### src/rtl/sweep_pkg.sv
// Shared types and sizes for the truth-table sweep controller and its result store.
package sweep_pkg;

    localparam int unsigned IN_W   = 4;
    localparam int unsigned OUT_W  = 3;
    localparam int unsigned NCODES = 16;
    localparam int unsigned CNT_W  = 5;
    localparam int unsigned SCNT_W = 4;

    typedef enum logic [1:0] {
        StIdle    = 2'd0,
        StDrive   = 2'd1,
        StCapture = 2'd2,
        StDone    = 2'd3
    } state_e;

endpackage

### src/rtl/result_store.sv
// 16-entry result register file: synchronous write, synchronous clear, registered read.
module result_store
    import sweep_pkg::*;
(
    input  logic             i_clk,
    input  logic             i_rst,
    input  logic             i_we,
    input  logic [IN_W-1:0]  i_waddr,
    input  logic [OUT_W-1:0] i_wdata,
    input  logic [IN_W-1:0]  i_raddr,
    output logic [OUT_W-1:0] o_rdata
);

    logic [OUT_W-1:0] r_mem [NCODES];
    logic [OUT_W-1:0] r_rdata;

    // Read samples the array before this edge's write lands, so a collision returns old data.
    always_ff @(posedge i_clk) begin
        if (i_rst) begin
            for (int i = 0; i < int'(NCODES); i++) begin
                r_mem[i] <= '0;
            end
            r_rdata <= '0;
        end else begin
            if (i_we) begin
                r_mem[i_waddr] <= i_wdata;
            end
            r_rdata <= r_mem[i_raddr];
        end
    end

    assign o_rdata = r_rdata;

endmodule

### src/rtl/truth_table_sweeper.sv
// Steps a 4-bit code through 0..15, holds each for SETTLE cycles plus a capture cycle,
// and records the fed-back result into a readable truth table.
module truth_table_sweeper
    import sweep_pkg::*;
#(
    parameter int unsigned SETTLE = 2
) (
    input  logic             i_clk,
    input  logic             i_rst,
    input  logic             i_start,
    input  logic             i_abort,
    output logic [IN_W-1:0]  o_code,
    input  logic [OUT_W-1:0] i_res,
    output logic             o_busy,
    output logic             o_done,
    output logic [CNT_W-1:0] o_o2_cnt,
    input  logic [IN_W-1:0]  i_rd_addr,
    output logic [OUT_W-1:0] o_rd_data
);

    localparam logic [SCNT_W-1:0] SettleLast = SCNT_W'(SETTLE - 1);
    localparam logic [IN_W-1:0]   LastCode   = IN_W'(NCODES - 1);

    state_e            r_state;
    state_e            w_state_next;
    logic [SCNT_W-1:0] r_settle;
    logic [IN_W-1:0]   r_code;
    logic [CNT_W-1:0]  r_o2_cnt;
    logic              w_settled;
    logic              w_last_code;
    logic              w_capture;

    assign w_settled   = (r_settle == SettleLast);
    assign w_last_code = (r_code == LastCode);
    // Abort wins over a same-cycle capture.
    assign w_capture   = (r_state == StCapture) && !i_abort;

    always_ff @(posedge i_clk) begin
        if (i_rst) begin
            r_state <= StIdle;
        end else begin
            r_state <= w_state_next;
        end
    end

    always_comb begin
        w_state_next = r_state;
        case (r_state)
            StIdle: begin
                if (i_start) w_state_next = StDrive;
            end
            StDrive: begin
                if (i_abort)        w_state_next = StIdle;
                else if (w_settled) w_state_next = StCapture;
            end
            StCapture: begin
                if (i_abort)          w_state_next = StIdle;
                else if (w_last_code) w_state_next = StDone;
                else                  w_state_next = StDrive;
            end
            StDone:  w_state_next = StIdle;
            default: w_state_next = StIdle;
        endcase
    end

    always_comb begin
        o_busy = (r_state == StDrive) || (r_state == StCapture);
        o_done = (r_state == StDone);
    end

    always_ff @(posedge i_clk) begin
        if (i_rst) begin
            r_settle <= '0;
            r_code   <= '0;
            r_o2_cnt <= '0;
        end else begin
            case (r_state)
                StIdle: begin
                    r_code <= '0;
                    if (i_start) begin
                        r_settle <= '0;
                        r_o2_cnt <= '0;
                    end
                end
                StDrive: begin
                    if (i_abort) begin
                        r_code <= '0;
                    end else if (!w_settled) begin
                        r_settle <= r_settle + SCNT_W'(1);
                    end
                end
                StCapture: begin
                    if (i_abort) begin
                        r_code <= '0;
                    end else begin
                        r_o2_cnt <= r_o2_cnt + CNT_W'(i_res[2]);
                        if (!w_last_code) begin
                            r_code   <= r_code + IN_W'(1);
                            r_settle <= '0;
                        end
                    end
                end
                StDone:  r_code <= '0;
                default: r_code <= '0;
            endcase
        end
    end

    assign o_code   = r_code;
    assign o_o2_cnt = r_o2_cnt;

    result_store u_store (
        .i_clk   (i_clk),
        .i_rst   (i_rst),
        .i_we    (w_capture),
        .i_waddr (r_code),
        .i_wdata (i_res),
        .i_raddr (i_rd_addr),
        .o_rdata (o_rd_data)
    );

endmodule

### config.mk
export PLATFORM = sky130hd
export DESIGN_NAME = truth_table_sweeper
export DESIGN_NICKNAME = d
export VERILOG_FILES = /design/src/rtl/sweep_pkg.sv /design/src/rtl/result_store.sv /design/src/rtl/truth_table_sweeper.sv
export SDC_FILE = /design/constraint.sdc
export NUM_CORES = 1
export LEC_CHECK = 0
export CORE_MARGIN = 1.5
export CORE_UTILIZATION = 26
export DETAILED_ROUTE_END_ITERATION = 16
export GPL_TIMING_DRIVEN = 0
export PLACE_DENSITY = 0.4
export SKIP_LAST_GASP = 1
export SYNTH_ARGS = -nofsm -noshare
export SYNTH_HDL_FRONTEND = slang
export SYNTH_HIERARCHICAL = 1
export SYNTH_SLANG_ARGS = --single-unit
### constraint.sdc
create_clock -name i_clk -period 1.95 [get_ports i_clk]
set_clock_uncertainty 0.05 [all_clocks]
set_input_delay 0.39 -clock i_clk [delete_from_list [all_inputs] [get_ports i_clk]]
set_output_delay 0.39 -clock i_clk [all_outputs]
set_load 0.03 [all_outputs]
==> results of run 1 <==
synthesized netlist by cell type, drive strengths merged, types with 3 or more instances:
master   n  area share (%)
mux2     8             2.6
nand3    4            0.58
buf      6             1.1
ha      11             4.0
nor3     7             1.2
o31ai    4            0.87
nand2    9            0.98
nand2b   8             1.7
nor2    22             2.4
clkbuf   7            0.76
and2    48             8.7
xor2     3            0.76
o211ai   3             1.0
dfxtp   18              10
edfxtp  48              42
mux4     6             4.0
o22ai    3            0.54
or2     17             3.1
nand4    3            0.54
a21oi   11             1.6
inv      4            0.43
a22oi    3            0.65
nor2b    7             1.3
o21ai   10             1.4
nand4b   4             1.0
what timing repair did:
item                                    in CTS  in global routing
setup buffers                               11                  2
hold buffers                                 0                  0
resized for setup                           27                 12
cloned                                       0                  0
hold endpoints to repair                     0                  0
endpoints found under the setup margin      77                 46
pin swaps                                    7                  3
worst paths after layout:
| check | startpoint | to | slack (ns) | depth (start not counted) |
|---|---|---|---|---|
| hold / removal | o_o2_cnt[4] | o_o2_cnt[4] | 0.45 | 2 |
| hold reg to reg | o_o2_cnt[4] | o_o2_cnt[4] | 0.45 | 2 |
| setup reg to reg | r_state[0] | u_store/r_mem[2][0] | -0.007 | 7 |
| setup / recovery | r_state[0] | u_store/r_mem[2][0] | -0.007 | 7 |
sequential cells by signal, summed over array words and instances, names as in the netlist:
signal,cells
u_store/r_mem,48
r_state,2
u_store/o_rdata,3
o_o2_cnt,5
r_settle,4
o_code,4
power by group:
group | switching, mW | internal [mW] | leakage, nW
combinational | 0.229 | 0.170 | 0.823
sequential | 0.0259 | 1.56 | 0.628
clock | 0.652 | 0.998 | 0.142
total | 0.907 | 2.72 | 1.59
cell type report:
cell class              instances  area, sq um
fillers                      1262         8400
repair buffers                 34          304
plain buffers                  13         66.3
clock inverters                 7         76.3
inverters                       4         17.5
flip-flops and latches         66         1810
well taps                     172          215
multi-input cells             216         1660
clock buffers                   9          225
kinds of logic (layout without fill, tap and decap cells):
| logic type | count (synthesis) | in the layout | share of synthesized area [%] |
|---|---|---|---|
| and+or+nand+nor | 145 | 145 | 25.4 |
| DFF | 66 | 66 | 52.1 |
| AOI/OAI and AO/OA | 42 | 42 | 8.32 |
| buffers and inverters | 18 | 67 | 2.57 |
| muxes | 15 | 15 | 6.91 |
| adders and majority gates | 11 | 11 | 3.98 |
| xor gates and xnor gates | 3 | 3 | 0.760 |
per-stage QoR:
stage,instances,setup slack [ns],area (sq um),hold slack [ns]
floorplan,300,-0.0581,3480,0.424
global placement,493,-0.652,3910,0.426
detailed placement,493,-0.687,3910,0.440
CTS,520,-0.0423,4340,0.455
global route,521,-0.0689,4380,0.493
finish,521,-0.00686,4380,0.450
worst register-to-register path, stage by stage (launching register included):
cell                      delay (ns)
sky130_fd_sc_hd__dfxtp_4        0.36
sky130_fd_sc_hd__inv_4          0.06
sky130_fd_sc_hd__ha_4           0.12
sky130_fd_sc_hd__nor2b_4        0.19
sky130_fd_sc_hd__or4b_4         0.55
sky130_fd_sc_hd__buf_6          0.15
sky130_fd_sc_hd__nor2_4         0.07
sky130_fd_sc_hd__or2_4          0.14
layer usage:
| layer | vias to the layer above | track usage, % |
|---|---|---|
| met3 | 5 | 4.15 |
| met4 | 0 | 4.34 |
| met5 | - | 0 |
| met1 | 1162 | 16.6 |
| li1 | 1184 | - |
| met2 | 45 | 22.0 |
==> flow_summary.rst, run 1 <==
.. list-table::
   :header-rows: 1

   * - Metric
     - Value
   * - Drt first pass iters
     - 4
   * - Startpoint class of the critical path
     - flop
   * - Via count of the first global-routing pass
     - 2536
   * - Maximum count of clock buffers along a single path
     - 2
   * - Slowest stage delay, CP
     - 0.55 ns
   * - GRT Util Overall
     - approximately an eighth
   * - Max layer used
     - met4
   * - Setup repair after global routing missed its margin
     - true
   * - IR Drop Worst-Case VDD
     - 0.407 mV
   * - Initial drt markers
     - 88
   * - Final GP Congestion
     - 0.739
   * - Number of buffers created by CTS
     - 9
   * - First-pass GRT wire length
     - 14.0 mm
   * - Cell family contributing the most delay on the critical path
     - simple AND/OR/NAND/NOR gates
   * - Post-layout total power
     - 3.63 mW
   * - Instance count of the mapped netlist
     - 300
   * - Violations in the final reports
     - setup timing
   * - Final sum of negative setup slack
     - -0.0235 ns
   * - Remaining global-route overflow
     - 0
   * - Tcrit/Tclk final
     - 100%
   * - Die area
     - 14000 sq um
   * - CTS root buf
     - sky130_fd_sc_hd__clkbuf_16
   * - Fraction of final layout cells sized beyond drive strength 1
     - 26.4%
   * - Post-synthesis area per instance
     - about 12 sq um
   * - Portion of the post-synthesis area used by sequential elements
     - 52.1%
   * - Met1 Routed Length
     - 4.06 mm
   * - Final design utilization
     - 34.3%
   * - Kind of critical path
     - flop to flop
   * - Final-report hold violation count
     - 0
   * - Count of synthesis-stage warnings from yosys
     - 6
   * - Most common cell after layout, fill and taps aside
     - sky130_fd_sc_hd__edfxtp_1
   * - Area added between synthesis and finish
     - 26.5%
   * - Pins Over Slew Limit
     - 0
   * - Endpoint class of the critical path
     - flop
   * - Number of maximum-capacitance constraint violations
     - 0
   * - Initial antenna violation count
     - 0
   * - Number of synthesized flops with an enable pin
     - 48
   * - Slowest stage cell on the critical path
     - sky130_fd_sc_hd__or4b_4
   * - Routed length on met3
     - 339 um
   * - Worst slew margin relative to its limit
     - 60.1%
   * - Met2 wire length
     - 4.13 mm
   * - Buf+Inv Stages, Crit Path
     - 2
   * - Wirelength per Cell
     - 16.5 um
   * - Clock latency on the worst-skew pair
     - 0.34 ns
   * - Port Buf Inserts
     - 21
   * - Commonest cells after routing, fill and taps aside
     - sky130_fd_sc_hd__edfxtp_1, sky130_fd_sc_hd__and2_1, sky130_fd_sc_hd__nor2_1
   * - WL final
     - 8.62 mm
   * - Final worst path period need
     - 1.96 ns
   * - Transition time at the pin with the least slew margin
     - 0.599 ns
   * - # DRC
     - 0
   * - Final setup fails
     - 6
   * - Leading register cell type out of synthesis
     - sky130_fd_sc_hd__edfxtp_1
   * - Synthesized flop and latch total
     - 66
   * - Core area
     - 12800 sq um
   * - Critical path cell sequence
     - inv_4 -> ha_4 -> nor2b_4 -> or4b_4 -> buf_6 -> nor2_4 -> or2_4
   * - Antenna Cells
     - 0
   * - Total I/O pin count
     - 25
   * - Synth unique cells
     - between 50 and 60
   * - Highest attainable clock frequency
     - 0.511 GHz
   * - Synthesized net count
     - 322
   * - CTS tree
     - done
   * - Data required time at the worst endpoint
     - between 1.5 and 2 ns
   * - Maximum number of pins on one net before global-route repair
     - 14
   * - Post-detail-place hpwl
     - 6.02 mm
   * - Max H-tree Level
     - 3
   * - Nets
     - 366
   * - Die outline width
     - approximately 120 um
   * - Clock-pin transition on the worst setup and hold timing paths
     - 0.06 ns
   * - P_leak
     - 1.59 nW
   * - Via-per-instance ratio
     - 4.60
   * - Outcome
     - finished with violations
   * - Starting density of the core
     - ~27%
   * - Top fanout value on the critical path
     - 5
   * - Post-synthesis instance area
     - 3460 sq um
   * - Number of sinks handled by clock tree synthesis
     - 66
   * - Antenna Violating Nets Remaining
     - 0
   * - Number of vias after detailed routing
     - around 2400
   * - Placement row count
     - 41
   * - Power density relative to cell area
     - roughly 830 nW/um^2
   * - Share of flip-flops with an asynchronous set or reset
     - 0%
   * - Arrival time at the worst endpoint
     - between 1.5 and 2 ns
   * - Kind of path behind the tightest hold check
     - flop to flop
   * - DIE HEIGHT
     - around 120 um
   * - Worst-case setup margin in the final layout
     - -0.00686 ns
Note: power is estimated with default switching activity, not from simulation.
==> run 2: changes to the inputs <==
--- a/config.mk
+++ b/config.mk
@@ -5,6 +5,7 @@
 export SDC_FILE = /design/constraint.sdc
 export NUM_CORES = 1
 export LEC_CHECK = 0
+export CORE_ASPECT_RATIO = 1.4
 export CORE_MARGIN = 1.5
 export CORE_UTILIZATION = 26
 export DETAILED_ROUTE_END_ITERATION = 16
==> flow_summary.rst, run 2 (synthesis gave the netlist of run 1 again) <==
.. list-table::
   :header-rows: 1

   * - Metric
     - Value
   * - Outcome
     - finished with violations
   * - Violations in the final reports
     - setup timing
   * - Drt first pass iters
     - 7 (+3)
   * - Worst setup slack for register-to-register paths
     - -0.06 ns (-0.05 ns)
   * - Worst-case setup margin in the final layout
     - -0.0592 ns (-0.0523 ns)
   * - Reg with most FFs
     - u_store/r_mem
   * - Number of maximum-capacitance constraint violations
     - 0 (unchanged)
   * - Via count of the first global-routing pass
     - 2555 (+0.75%)
   * - Area added between synthesis and finish
     - 27.9%
   * - Initial drt markers
     - 109 (+24%)
   * - Slowest stage cell on the critical path
     - sky130_fd_sc_hd__or4b_4
   * - Starting density of the core
     - 26.7% (-0.34 points)
   * - Hold path startpoint
     - o_o2_cnt[4]
   * - GRT Util Overall
     - 13.6% (+0.26 points)
   * - Tcrit/Tclk final
     - 103% (+2.7 points)
   * - Number of fill cells
     - 1326 (+5.1%)
   * - Maximum count of clock buffers along a single path
     - 2 (unchanged)
   * - Most common cell after layout, fill and taps aside
     - sky130_fd_sc_hd__edfxtp_1
   * - Kind of path behind the tightest hold check
     - flop to flop
   * - Max reg flops
     - 48 (unchanged)
   * - Die area
     - 14000 sq um (about the same)
   * - Fraction of final layout cells sized beyond drive strength 1
     - 26.5% (+0.13 points)
   * - First-pass GRT wire length
     - 14.0 mm (-0.34%)
   * - Storage cell area
     - 1810 sq um (unchanged)
   * - Clock latency on the worst-skew pair
     - 0.33 ns (about the same)
   * - Nets
     - 368 (+0.55%)
   * - Data required time at the worst endpoint
     - 1.94 ns (-0.02 ns)
   * - Number of vias after detailed routing
     - 2402 (+0.25%)
   * - Wirelength per Cell
     - 16.2 um (-1.7%)
   * - Cells on worst reg2reg path
     - 8 (+1)
   * - Endpoint class of the critical path
     - flop
   * - Number of sinks handled by clock tree synthesis
     - 66 (unchanged)
   * - Total number of cells along the worst setup path
     - 8 (+1)
   * - Port Buf Inserts
     - 21 (unchanged)
   * - Pins Over Slew Limit
     - 0 (unchanged)
   * - CP dominant cell by count
     - sky130_fd_sc_hd__buf_6
   * - CP endpoint
     - u_store/r_mem[3][2]
   * - Startpoint class of the critical path
     - flop
   * - IR Drop Worst-Case VDD
     - 0.412 mV (+1.1%)
   * - Final design utilization
     - 34.2% (-0.073 points)
   * - Critical path origin
     - r_state[0]
   * - Maximum number of pins on one net before global-route repair
     - 13 (-1)
   * - Remaining global-route overflow
     - 0 (unchanged)
   * - Net switching power
     - 0.834 mW (-8.0%)
   * - Worst slew margin relative to its limit
     - 60.6% (+0.50 points)
   * - Antenna Violating Nets Remaining
     - 0 (unchanged)
   * - Final setup fails
     - 12 (+6)
   * - Combined area of the multi-input logic cells
     - 1680 sq um (+1.2%)
   * - Highest attainable clock frequency
     - 0.498 GHz (-2.6%)
   * - Max H-tree Level
     - 3 (unchanged)
   * - Reg2Reg Launch Point
     - r_state[0]
   * - Number of buffers created by CTS
     - 9 (unchanged)
   * - Commonest cells after routing, fill and taps aside
     - sky130_fd_sc_hd__edfxtp_1, sky130_fd_sc_hd__and2_1, sky130_fd_sc_hd__nor2_1
   * - Critical path cell sequence
     - inv_4 -> ha_4 -> nor2b_4 -> buf_6 -> or4b_4 -> buf_6 -> nor2_4 -> or2_4
   * - CTS root buf
     - sky130_fd_sc_hd__clkbuf_16
   * - Clock-pin transition on the worst setup and hold timing paths
     - 0.05 ns (about the same)
   * - Antenna Cells
     - 0 (unchanged)
   * - Top fanout value on the critical path
     - 5 (unchanged)
   * - Final worst path period need
     - 2.01 ns (+0.0523 ns)
   * - Final-report hold violation count
     - 0 (unchanged)
   * - Die outline width
     - 100 um (-15%)
   * - P_leak
     - 1.60 nW (+0.59%)
   * - Switching share of power
     - 23.6% (-1.4 points)
   * - Placement row count
     - 49 (+20%)
   * - Transition time at the pin with the least slew margin
     - 0.591 ns (-0.00745 ns)
   * - Final standard cell count with taps included and fillers excluded
     - 529 (+1.5%)
   * - Reg2reg end
     - u_store/r_mem[3][2]
   * - Number of hold buffers added after cts
     - 0 (unchanged)
   * - WL final
     - 8.60 mm (-0.23%)
   * - Initial antenna violation count
     - 0 (unchanged)
   * - Post-detail-place hpwl
     - 6.18 mm (+2.7%)
   * - DIE HEIGHT
     - 139 um (+18%)
   * - Combinational fraction of design power
     - 11.4% (+0.4 points)
   * - Cell internal power dissipation
     - 2.71 mW (-0.57%)
   * - Via-per-instance ratio
     - 4.54 (-1.3%)
   * - # DRC
     - 0 (unchanged)
   * - Post-placement cell count
     - 499 (+1.2%)
   * - Power density relative to cell area
     - 801 nW/um^2 (-3.4%)
   * - Total I/O pin count
     - 25 (unchanged)
   * - CTS tree
     - done
   * - Register share of total power
     - 44.6% (+1.0 points)
   * - Core area
     - 12900 sq um (+1.3%)
   * - Setup repair after global routing missed its margin
     - true
   * - Buf+Inv Stages, Crit Path
     - 3 (+1)
   * - Slowest stage delay, CP
     - 0.50 ns (-0.05 ns)
   * - Cell family contributing the most delay on the critical path
     - simple AND/OR/NAND/NOR gates
   * - Arrival time at the worst endpoint
     - 2.00 ns (+0.03 ns)
   * - Final GP Congestion
     - 0.743 (+0.58%)
   * - Kind of critical path
     - flop to flop
   * - Clock network power share
     - 44.0% (-1.4 points)
## run 2: cell types whose count changed in the layout (fill, tap and decap cells not counted), sizes merged
cell	change
clkdlybuf4s15	+1
clkinv	+1
inv	-2
buf	+2
## run 2: worst min path at each step
| stage | endpoint | slack (ns) | depth (start not counted) |
|---|---|---|---|
| CTS | o_o2_cnt[4] | 0.44 | 2 |
| global placement | o_o2_cnt[4] | 0.43 | 2 |
| detailed placement | o_o2_cnt[4] | 0.43 | 2 |
| floorplan | r_settle[2] | 0.42 | 2 |
| global route | o_o2_cnt[4] | 0.48 | 2 |
| finish | o_o2_cnt[4] | 0.44 | 2 |
## run 2: layer usage
layer  up-vias  part of all wire [%]  wire (um)  GRT usage [%]
met5         -                     0          0              0
met3        12                   3.1        270           2.81
met4         0                   1.9        163           5.93
li1       1186                     -          -              -
met2        41                    55       4710           24.7
met1      1163                    40       3460           15.1
## run 2: area by class of cell
class / instances / area share (%)
flip-flops and latches: 66 / 41.0
multi-input cells: 216 / 38.0
repair buffers: 35 / 7.36
clock buffers: 10 / 5.18
well taps: 178 / 5.04
plain buffers: 14 / 1.78
clock inverters: 6 / 1.30
inverters: 4 / 0.396
## run 2: timing repair
item                       4_1_cts  5_1_grt
gates resized for setup         30       15
buffers inserted                12        2
setup endpoints to repair       78       68
pin swaps                        5        4
## run 2: tightest hold or removal path, stage by stage (launching register included)
cell and delay [ns]:
sky130_fd_sc_hd__dfxtp_1 0.31, sky130_fd_sc_hd__o21ai_0 0.07, sky130_fd_sc_hd__a21oi_1 0.06
## run 2: power groups by stage
stage | clock (mW) | combinational, mW | sequential, mW
after global placement | 0 | 0.379 | 1.61
final | 1.56 | 0.403 | 1.58
after detailed placement | 0 | 0.379 | 1.61
after CTS | 1.62 | 0.398 | 1.58
after global routing | 1.68 | 0.449 | 1.59
after floorplan | 0 | 0.247 | 1.61
## run 2: through the flow
stage | setup WS [ns] | cell area (sq um) | hold WS, ns | power (mW) | TNS [ns]
floorplan | -0.0581 | 3480 | 0.424 | 1.86 | -0.633
global placement | -0.704 | 3920 | 0.427 | 1.99 | -44.25
detailed placement | -0.708 | 3920 | 0.432 | 1.99 | -44.70
CTS | -0.0893 | 4350 | 0.443 | 3.60 | -0.779
global route | -0.125 | 4420 | 0.476 | 3.72 | -1.96
finish | -0.0592 | 4420 | 0.441 | 3.54 | -0.424
